`src/rtl/pmem_pkg.sv`:
```
// Shared constants and state encoding for the cache-line to burst-memory adaptor.
package pmem_pkg;

    localparam int LINE_W      = 256;
    localparam int BURST_W     = 64;
    localparam int ADDR_W      = 32;
    localparam int BEATS       = LINE_W / BURST_W;
    localparam int OFFSET_BITS = $clog2(LINE_W / 8);
    localparam int CNT_W       = (BEATS > 1) ? $clog2(BEATS) : 1;

    typedef enum logic [1:0] {
        ST_IDLE     = 2'd0,
        ST_RD_BURST = 2'd1,
        ST_WR_BURST = 2'd2,
        ST_DONE     = 2'd3
    } state_t;

    // Clears the byte-offset bits so the burst always starts on a line boundary.
    function automatic logic [ADDR_W-1:0] line_align(input logic [ADDR_W-1:0] addr);
        return addr & ~((ADDR_W'(1) << OFFSET_BITS) - ADDR_W'(1));
    endfunction

endpackage

```
`src/rtl/line_beat_buffer.sv`:
```
// Line-wide working register: full-line load for write data, per-beat write for
// read assembly, and a beat select for the outgoing write beat.
module line_beat_buffer
    import pmem_pkg::*;
(
    input  logic               clk,
    input  logic               rst,
    input  logic               load_i,
    input  logic [LINE_W-1:0]  line_i,
    input  logic               beat_we_i,
    input  logic [CNT_W-1:0]   beat_idx_i,
    input  logic [BURST_W-1:0] beat_i,
    output logic [LINE_W-1:0]  line_o,
    output logic [BURST_W-1:0] beat_o
);

    logic [LINE_W-1:0] line_q;
    logic [LINE_W-1:0] line_d;

    always_comb begin
        line_d = line_q;
        if (load_i) begin
            line_d = line_i;
        end else if (beat_we_i) begin
            line_d[beat_idx_i*BURST_W +: BURST_W] = beat_i;
        end
    end

    always_ff @(posedge clk or posedge rst) begin
        if (rst) begin
            line_q <= '0;
        end else begin
            line_q <= line_d;
        end
    end

    assign line_o = line_q;
    assign beat_o = line_q[beat_idx_i*BURST_W +: BURST_W];

endmodule

```
`src/rtl/line_burst_adaptor.sv`:
```
// Responder on the cache physical-memory port: splits each line request into
// BEATS sequential beats on the narrow burst memory and pulses pmem_resp at the end.
module line_burst_adaptor
    import pmem_pkg::*;
(
    input  logic               clk,
    input  logic               rst,
    input  logic               pmem_read,
    input  logic               pmem_write,
    input  logic [ADDR_W-1:0]  pmem_address,
    input  logic [LINE_W-1:0]  pmem_wdata,
    output logic [LINE_W-1:0]  pmem_rdata,
    output logic               pmem_resp,
    output logic               mem_burst_read,
    output logic               mem_burst_write,
    output logic [ADDR_W-1:0]  mem_burst_addr,
    output logic [BURST_W-1:0] mem_burst_wdata,
    input  logic [BURST_W-1:0] mem_burst_rdata,
    input  logic               mem_burst_resp
);

    state_t             state_q, state_d;
    logic [CNT_W-1:0]   cnt_q, cnt_d;
    logic [ADDR_W-1:0]  addr_q, addr_d;
    logic               is_rd_q, is_rd_d;
    logic [LINE_W-1:0]  rdata_q, rdata_d;

    logic               buf_load;
    logic               buf_we;
    logic [LINE_W-1:0]  buf_line;
    logic [BURST_W-1:0] buf_beat;
    logic               last_beat;

    assign last_beat = (cnt_q == CNT_W'(BEATS - 1));

    line_beat_buffer u_buf (
        .clk        (clk),
        .rst        (rst),
        .load_i     (buf_load),
        .line_i     (pmem_wdata),
        .beat_we_i  (buf_we),
        .beat_idx_i (cnt_q),
        .beat_i     (mem_burst_rdata),
        .line_o     (buf_line),
        .beat_o     (buf_beat)
    );

    always_comb begin
        state_d         = state_q;
        cnt_d           = cnt_q;
        addr_d          = addr_q;
        is_rd_d         = is_rd_q;
        rdata_d         = rdata_q;
        buf_load        = 1'b0;
        buf_we          = 1'b0;
        pmem_resp       = 1'b0;
        mem_burst_read  = 1'b0;
        mem_burst_write = 1'b0;
        mem_burst_wdata = '0;

        unique case (state_q)
            ST_IDLE: begin
                // A simultaneous read and write resolves in favour of the write.
                if (pmem_write) begin
                    addr_d   = line_align(pmem_address);
                    buf_load = 1'b1;
                    is_rd_d  = 1'b0;
                    cnt_d    = '0;
                    state_d  = ST_WR_BURST;
                end else if (pmem_read) begin
                    addr_d  = line_align(pmem_address);
                    is_rd_d = 1'b1;
                    cnt_d   = '0;
                    state_d = ST_RD_BURST;
                end
            end
            ST_RD_BURST: begin
                mem_burst_read = 1'b1;
                if (mem_burst_resp) begin
                    buf_we = 1'b1;
                    cnt_d  = last_beat ? '0 : cnt_q + CNT_W'(1);
                    if (last_beat) begin
                        state_d = ST_DONE;
                    end
                end
            end
            ST_WR_BURST: begin
                mem_burst_write = 1'b1;
                mem_burst_wdata = buf_beat;
                if (mem_burst_resp) begin
                    cnt_d = last_beat ? '0 : cnt_q + CNT_W'(1);
                    if (last_beat) begin
                        state_d = ST_DONE;
                    end
                end
            end
            ST_DONE: begin
                pmem_resp = 1'b1;
                // Captured here so the read line stays put through later writes.
                if (is_rd_q) begin
                    rdata_d = buf_line;
                end
                state_d = ST_IDLE;
            end
            default: begin
                state_d = ST_IDLE;
            end
        endcase
    end

    always_ff @(posedge clk or posedge rst) begin
        if (rst) begin
            state_q <= ST_IDLE;
            cnt_q   <= '0;
            addr_q  <= '0;
            is_rd_q <= 1'b0;
            rdata_q <= '0;
        end else begin
            state_q <= state_d;
            cnt_q   <= cnt_d;
            addr_q  <= addr_d;
            is_rd_q <= is_rd_d;
            rdata_q <= rdata_d;
        end
    end

    // During the completion cycle of a read the freshly assembled line is shown directly.
    assign pmem_rdata     = (state_q == ST_DONE && is_rd_q) ? buf_line : rdata_q;
    assign mem_burst_addr = addr_q;

endmodule

```
`config.mk`:
```
export PLATFORM = sky130hd
export DESIGN_NAME = line_burst_adaptor
export DESIGN_NICKNAME = d
export VERILOG_FILES = /design/src/rtl/pmem_pkg.sv /design/src/rtl/line_beat_buffer.sv /design/src/rtl/line_burst_adaptor.sv
export SDC_FILE = /design/constraint.sdc
export NUM_CORES = 1
export LEC_CHECK = 0
export ABC_AREA = 1
export ABC_CLOCK_PERIOD_IN_PS = 18300
export CORE_AREA = 2 2 281 283
export DETAILED_ROUTE_END_ITERATION = 16
export DIE_AREA = 0 0 283 285
export GPL_ROUTABILITY_DRIVEN = 0
export GPL_TIMING_DRIVEN = 0
export PLACE_DENSITY = 0.71
export SYNTH_ARGS = -nofsm -noshare
export SYNTH_HDL_FRONTEND = slang
export SYNTH_HIERARCHICAL = 1
export SYNTH_SLANG_ARGS = --single-unit
```
`constraint.sdc`:
```
create_clock -name clk -period 18.3 [get_ports clk]
set_clock_uncertainty 0.2 [all_clocks]
set_input_delay 5.49 -clock clk [delete_from_list [all_inputs] [get_ports clk]]
set_output_delay 5.49 -clock clk [all_outputs]
set_load 0.02 [all_outputs]
```
# ---- Word-level counts from Yosys, hierarchy flattened
# Index checks and enable logic that the tools add are counted.
dict set report word_totals {
  regBits 549
  elab_cells 54
}
dict set report classes {
  n_addsub 2
  eq_ne 7
  n_shift 3
  n_mux 26
  reduce_logical 10
}
# op n
set op_table {}
lappend op_table {{$mux 256} 3}
lappend op_table {{$bwmux 256} 1}
lappend op_table {{$shift 64x34->256 const A} 1}
lappend op_table {{$shiftx 256x9->64} 1}
lappend op_table {{$shiftx 64x34->256} 1}
lappend op_table {{$mux 32} 2}
lappend op_table {{$mux 64} 1}
lappend op_table {{$neg 8->34} 1}
lappend op_table {{$mux 2} 8}
lappend op_table {{$mux 1} 9}
lappend op_table {{$eq 2x2->1 const B} 3}
lappend op_table {{$pmux 2 s3} 1}
lappend op_table {{$reduce_and 3->1} 2}
lappend op_table {{$reduce_bool 2->1} 3}
lappend op_table {{$ne 2x1->1 const B} 2}
lappend op_table {{$pmux 2 s2} 1}
lappend op_table {{$reduce_and 2->1} 2}
lappend op_table {{$ne 3x3->1 const B} 1}
lappend op_table {{$add 2x1->2 const B} 1}
lappend op_table {{$eq 2x1->1 const B} 1}
lappend op_table {{$logic_not 2->1} 1}
lappend op_table {{$reduce_or 2->1} 1}
lappend op_table {{$logic_and 1x1->1} 1}

# ---- Depth between registers and ports, before layout
dict set report logic_depth {
  depth_word 5
  ltp_mapped 14
  depth_no_buf 9
}

# ---- By module
# The synthesis kept the hierarchy.
# module instances cells_per_inst area_each_um2
set modules_own_cells {}
lappend modules_own_cells {line_beat_buffer 1 2791 17335.4}
lappend modules_own_cells {line_burst_adaptor 1 1422 12333.1}

# ---- Least setup slack after synthesis
# No wires, ideal clock.
dict set report synth_timing {
  path_type {reg-to-output}
  from {register state_q[0]}
  to {output pmem_rdata[0]}
  t_arrival_ns 1.425
  required_time_ns 12.610
  slack_ns 11.185
  stages_incl_launch_ff 8
  cell_sequence {dfrtp_1 ha_1 buf_4 nand2_4 buf_6 buf_6 nand2_1 nand2_1}
}
dict set report synth_between {
  elab_chain_len 3
}
# element line
set synth_lines {}
lappend synth_lines {{start, declared} line_burst_adaptor.sv:22} ;# state_t state_q, state_d;
lappend synth_lines {{start signal, assigned} line_burst_adaptor.sv:119} ;# state_q <= state_d;
lappend synth_lines {{$eq 2x2->1} line_burst_adaptor.sv:128} ;# assign pmem_rdata = (state_q == ST_DONE && is_rd_q) ? buf_line : rdata_q;
lappend synth_lines {{$logic_and 1x1->1} line_burst_adaptor.sv:128}
lappend synth_lines {{$mux 256} line_burst_adaptor.sv:128}
lappend synth_lines {{end, declared} line_burst_adaptor.sv:12} ;# output logic [LINE_W-1:0] pmem_rdata,
# Every way passes these cells.

# ---- Worst setup path after layout
dict set report layout_timing {
  from {register cnt_q[1]}
  to {output mem_burst_wdata[60]}
}
dict set report layout_between {
  elab_chain_len 2
}
# element line
set layout_lines {}
lappend layout_lines {{start, declared} line_burst_adaptor.sv:23} ;# logic [CNT_W-1:0] cnt_q, cnt_d;
lappend layout_lines {{start signal, assigned} line_burst_adaptor.sv:120} ;# cnt_q <= cnt_d;
lappend layout_lines {{$shiftx 256x9->64} line_beat_buffer.sv:38} ;# assign beat_o = line_q[beat_idx_i*BURST_W +: BURST_W];
lappend layout_lines {{named net buf_beat[60]} line_burst_adaptor.sv:31} ;# logic [BURST_W-1:0] buf_beat;
lappend layout_lines {{$mux 64} line_burst_adaptor.sv:61} ;# unique case (state_q)
lappend layout_lines {{end, declared} line_burst_adaptor.sv:17} ;# output logic [BURST_W-1:0] mem_burst_wdata,
# The timed path passes the listed nets, and every way through them passes these cells.

==> results.sh <==
export IMPL_outcome="finished with violations"
export IMPL_violations="max-capacitance violations, max-slew violations"
export IMPL_clk_pin_slew_ps=60
export IMPL_wirelength_met1_mm=56.9
export IMPL_reg2regPathDepth=7
export IMPL_finalPower_mw=8.13
export IMPL_post_cts_resized=0
export IMPL_finalHoldViolations=0
export IMPL_synth_cell_area_mm2=0.0297
export IMPL_dp_hpwl_mm=118
export IMPL_hp_start="rdata_q[27]"
export IMPL_yosysWarnings=6
export IMPL_rr_endpoint="u_buf/line_o[18]"
export IMPL_path_cells="inv_1 > buf_2 > clkbuf_1 > o211ai_1 > nand2_1 > nand2_1 > inv_1 > clkdlybuf4s50_1"
export IMPL_multi_input_area_mm2=0.0126
export IMPL_drtPass1Iterations=10
export IMPL_rrSetupSlack_ps=14340
export IMPL_antenna_found_initial=26
export IMPL_die_y_um=285
export IMPL_max_cap_violations=2
export IMPL_cts_made_buffers=66
export IMPL_drcViolationCount=0
export IMPL_routed_via_density=5.53
export IMPL_hold_buffers=0
export IMPL_insertion_delay_ps=630
export IMPL_worstPathMaxFanout=10
export IMPL_ys_types=23
export IMPL_cp_arrival_ps=4240
export IMPL_wl_mm=159
export IMPL_ir_worst_vdd_uv=104
export IMPL_io_pins=712
export IMPL_cpPeakStageDelay_ps=1250
export IMPL_rsz0062_at_grt="false"
export IMPL_power_density_mw_per_mm2=201
export IMPL_area_growth_syn_to_layout_pct=36.5
export IMPL_final_max_slew_viol_count=22
export IMPL_fin_setup_tns_ps=0
export IMPL_crit_family="buffers and inverters"
export IMPL_first_global_vias=31700
export IMPL_grt_pass1_wl_mm=221
export IMPL_portBuffers=701
export IMPL_whs_path_depth=2
export IMPL_cp_end_kind="output pin"
export IMPL_postCtsSetupBuffers=0
export IMPL_r2r_start="cnt_q[1]"
export IMPL_cts_root_buf="clkbuf_16"
export IMPL_hold_class="flop to flop"
export IMPL_start_util_pct=38.1
export IMPL_seqCellArea_mm2=0.0136
export IMPL_critPathLaunchType="flop"
export IMPL_highest_layer="met5"
export IMPL_whs_endpoint="rdata_q[27]"
export IMPL_yosysSeqAreaShare_pct=45.9
export IMPL_clock_sinks=544
export IMPL_slew_headroom_pct=-11.1
export IMPL_grt_max_degree=115
export IMPL_drt_iter0_drc=4728
export IMPL_avgSynthCellArea_um2=7.04
export IMPL_setup_violations=0
export IMPL_drive_above_1_share_pct=7.62
export IMPL_die_w_um=283
export IMPL_routed_wl_met3_mm=20.2
export IMPL_htreeDepth=3
export IMPL_wire_per_inst_um=26.0
export IMPL_nFillCells=7673
export IMPL_die_area_mm2=0.0807
export IMPL_p_leak_nw=21.3
export IMPL_grt_overflow_total=0
export IMPL_clockBufferDepth=3
export IMPL_wl_met2_mm=69.1
export IMPL_coreArea_mm2=0.0780
export IMPL_nets=5358
export IMPL_fmax_ghz=0.101
export IMPL_ant_nets=0
export IMPL_num_vias=33800
export IMPL_cts_tree="yes"
export IMPL_slowest_stage="clkbuf_1"
export IMPL_critPathRequiredTime_ps=12610
export IMPL_fin_crit_ps=9930
export IMPL_syn_inst=4213
export IMPL_worst_pin_slew_ps=1670
export IMPL_fin_crit_sh_pct=54.3
export IMPL_criticalPathCategory="flop to output pin"
export IMPL_grt_usage_pct=38.2
export IMPL_synth_seq_cells=544
export IMPL_rows=103
export IMPL_crit_buf_inv=5
## state kept, by name (all words and copies together), names as in the netlist
signal          cells
mem_burst_addr     27
state_q             2
u_buf/line_o      256
is_rd_q             1
cnt_q               2
rdata_q           256
## stage by stage
| step | setup slack [ps] | util [%] | instance area, µm² | hold slack (ps) | cells |
|---|---|---|---|---|---|
| after floorplan | 4660 | - | 29700 | 299 | 4217 |
| after global placement | 172 | 48.8 | 38000 | 251 | 5968 |
| after detailed placement | 9320 | 48.9 | 38100 | 254 | 5972 |
| after CTS | 8660 | 51.9 | 40500 | 269 | 6091 |
| after global routing | 8510 | 51.9 | 40500 | 288 | 6101 |
| final | 8370 | 52.0 | 40500 | 266 | 6106 |
## worst register-to-register path: stages, from the launching register on
cell	delay [ps]
dfrtp_1	460
inv_1	100
clkbuf_1	940
ha_1	500
nor2_2	970
clkbuf_1	470
nand3_1	170
nand2_1	90
## layout by cell type (no fill, tap or decap), drive strengths merged
cell / count
a21oi: 41
buf: 265
bufinv: 8
clkbuf: 150
clkdlybuf4s50: 701
clkinv: 14
conb: 5
dfrtp: 544
diode: 15
ha: 11
inv: 429
nand2: 1791
nand3: 749
nand4: 3
nor2: 200
nor3: 1
o211ai: 128
o21ai: 1
## logic make-up (layout without fill, tap and decap cells)
logic type	after synthesis	after routing	synth area share, %
and+or+nand+nor	2744	2744	38.1
buffers and inverters	743	1567	11.6
DFF	544	544	45.9
AOI/OAI and AO/OA	170	170	3.95
adders and majority gates	11	11	0.464
other	1	20	0.0126
## power breakdown
| group | switching [mW] | internal (mW) |
|---|---|---|
| Sequential | 0.410 | 1.74 |
| Clock | 0.567 | 0.861 |
| Combinational | 3.04 | 1.51 |
| Total | 4.01 | 4.12 |
## worst max path at each step
| stage | start | end | slack [ps] | cells after the start |
|---|---|---|---|---|
| after floorplan | rst | cnt_q[0] | 4660 | 1 |
| after global placement | rst | mem_burst_addr[13] | 170 | 2 |
| after detailed placement | cnt_q[1] | mem_burst_wdata[44] | 9320 | 7 |
| after CTS | cnt_q[1] | mem_burst_wdata[44] | 8660 | 7 |
| after global routing | cnt_q[1] | mem_burst_wdata[60] | 8510 | 8 |
| final | cnt_q[1] | mem_burst_wdata[60] | 8370 | 8 |
## cell type report
class,instances,area share [%]
sequential,544,33.6
buffer,317,4.55
multi-input combinational,2930,31.2
timing repair buffer,705,17.6
inverter,426,3.98
clock buffer,94,4.82
tap,1050,3.24
clock inverter,25,0.933
antenna,15,0.0927
## layer usage
metal	track usage (%)	vias up
met5	0	-
li1	-	14700
met2	58.5	2604
met4	26.6	14
met1	46.3	15900
met3	11.3	598
## cells in the mapped netlist
library cell  count  share of area (%)
nand2_1        1785                 23
buf_4            56                1.4
inv_2             2              0.025
nand4_1           3              0.063
nor3_4            1              0.055
a21oi_1          41               0.69
buf_1             6              0.076
nand2_2           5               0.11
nor2_2            3              0.063
buf_2           169                2.9
inv_1           424                5.4
nand2_4           1              0.038
o21ai_1           1              0.017
nand3_1         749                 13
o211ai_1        128                3.2
clkbuf_1         54               0.68
ha_1             11               0.46
buf_6            30                1.1
nor2_4            2              0.076
clkbuf_4          2              0.051
dfrtp_1         544                 46
conb_1            1              0.013
nor2_1          195                2.5
No activity file was read; power rests on OpenSTA's default activity.
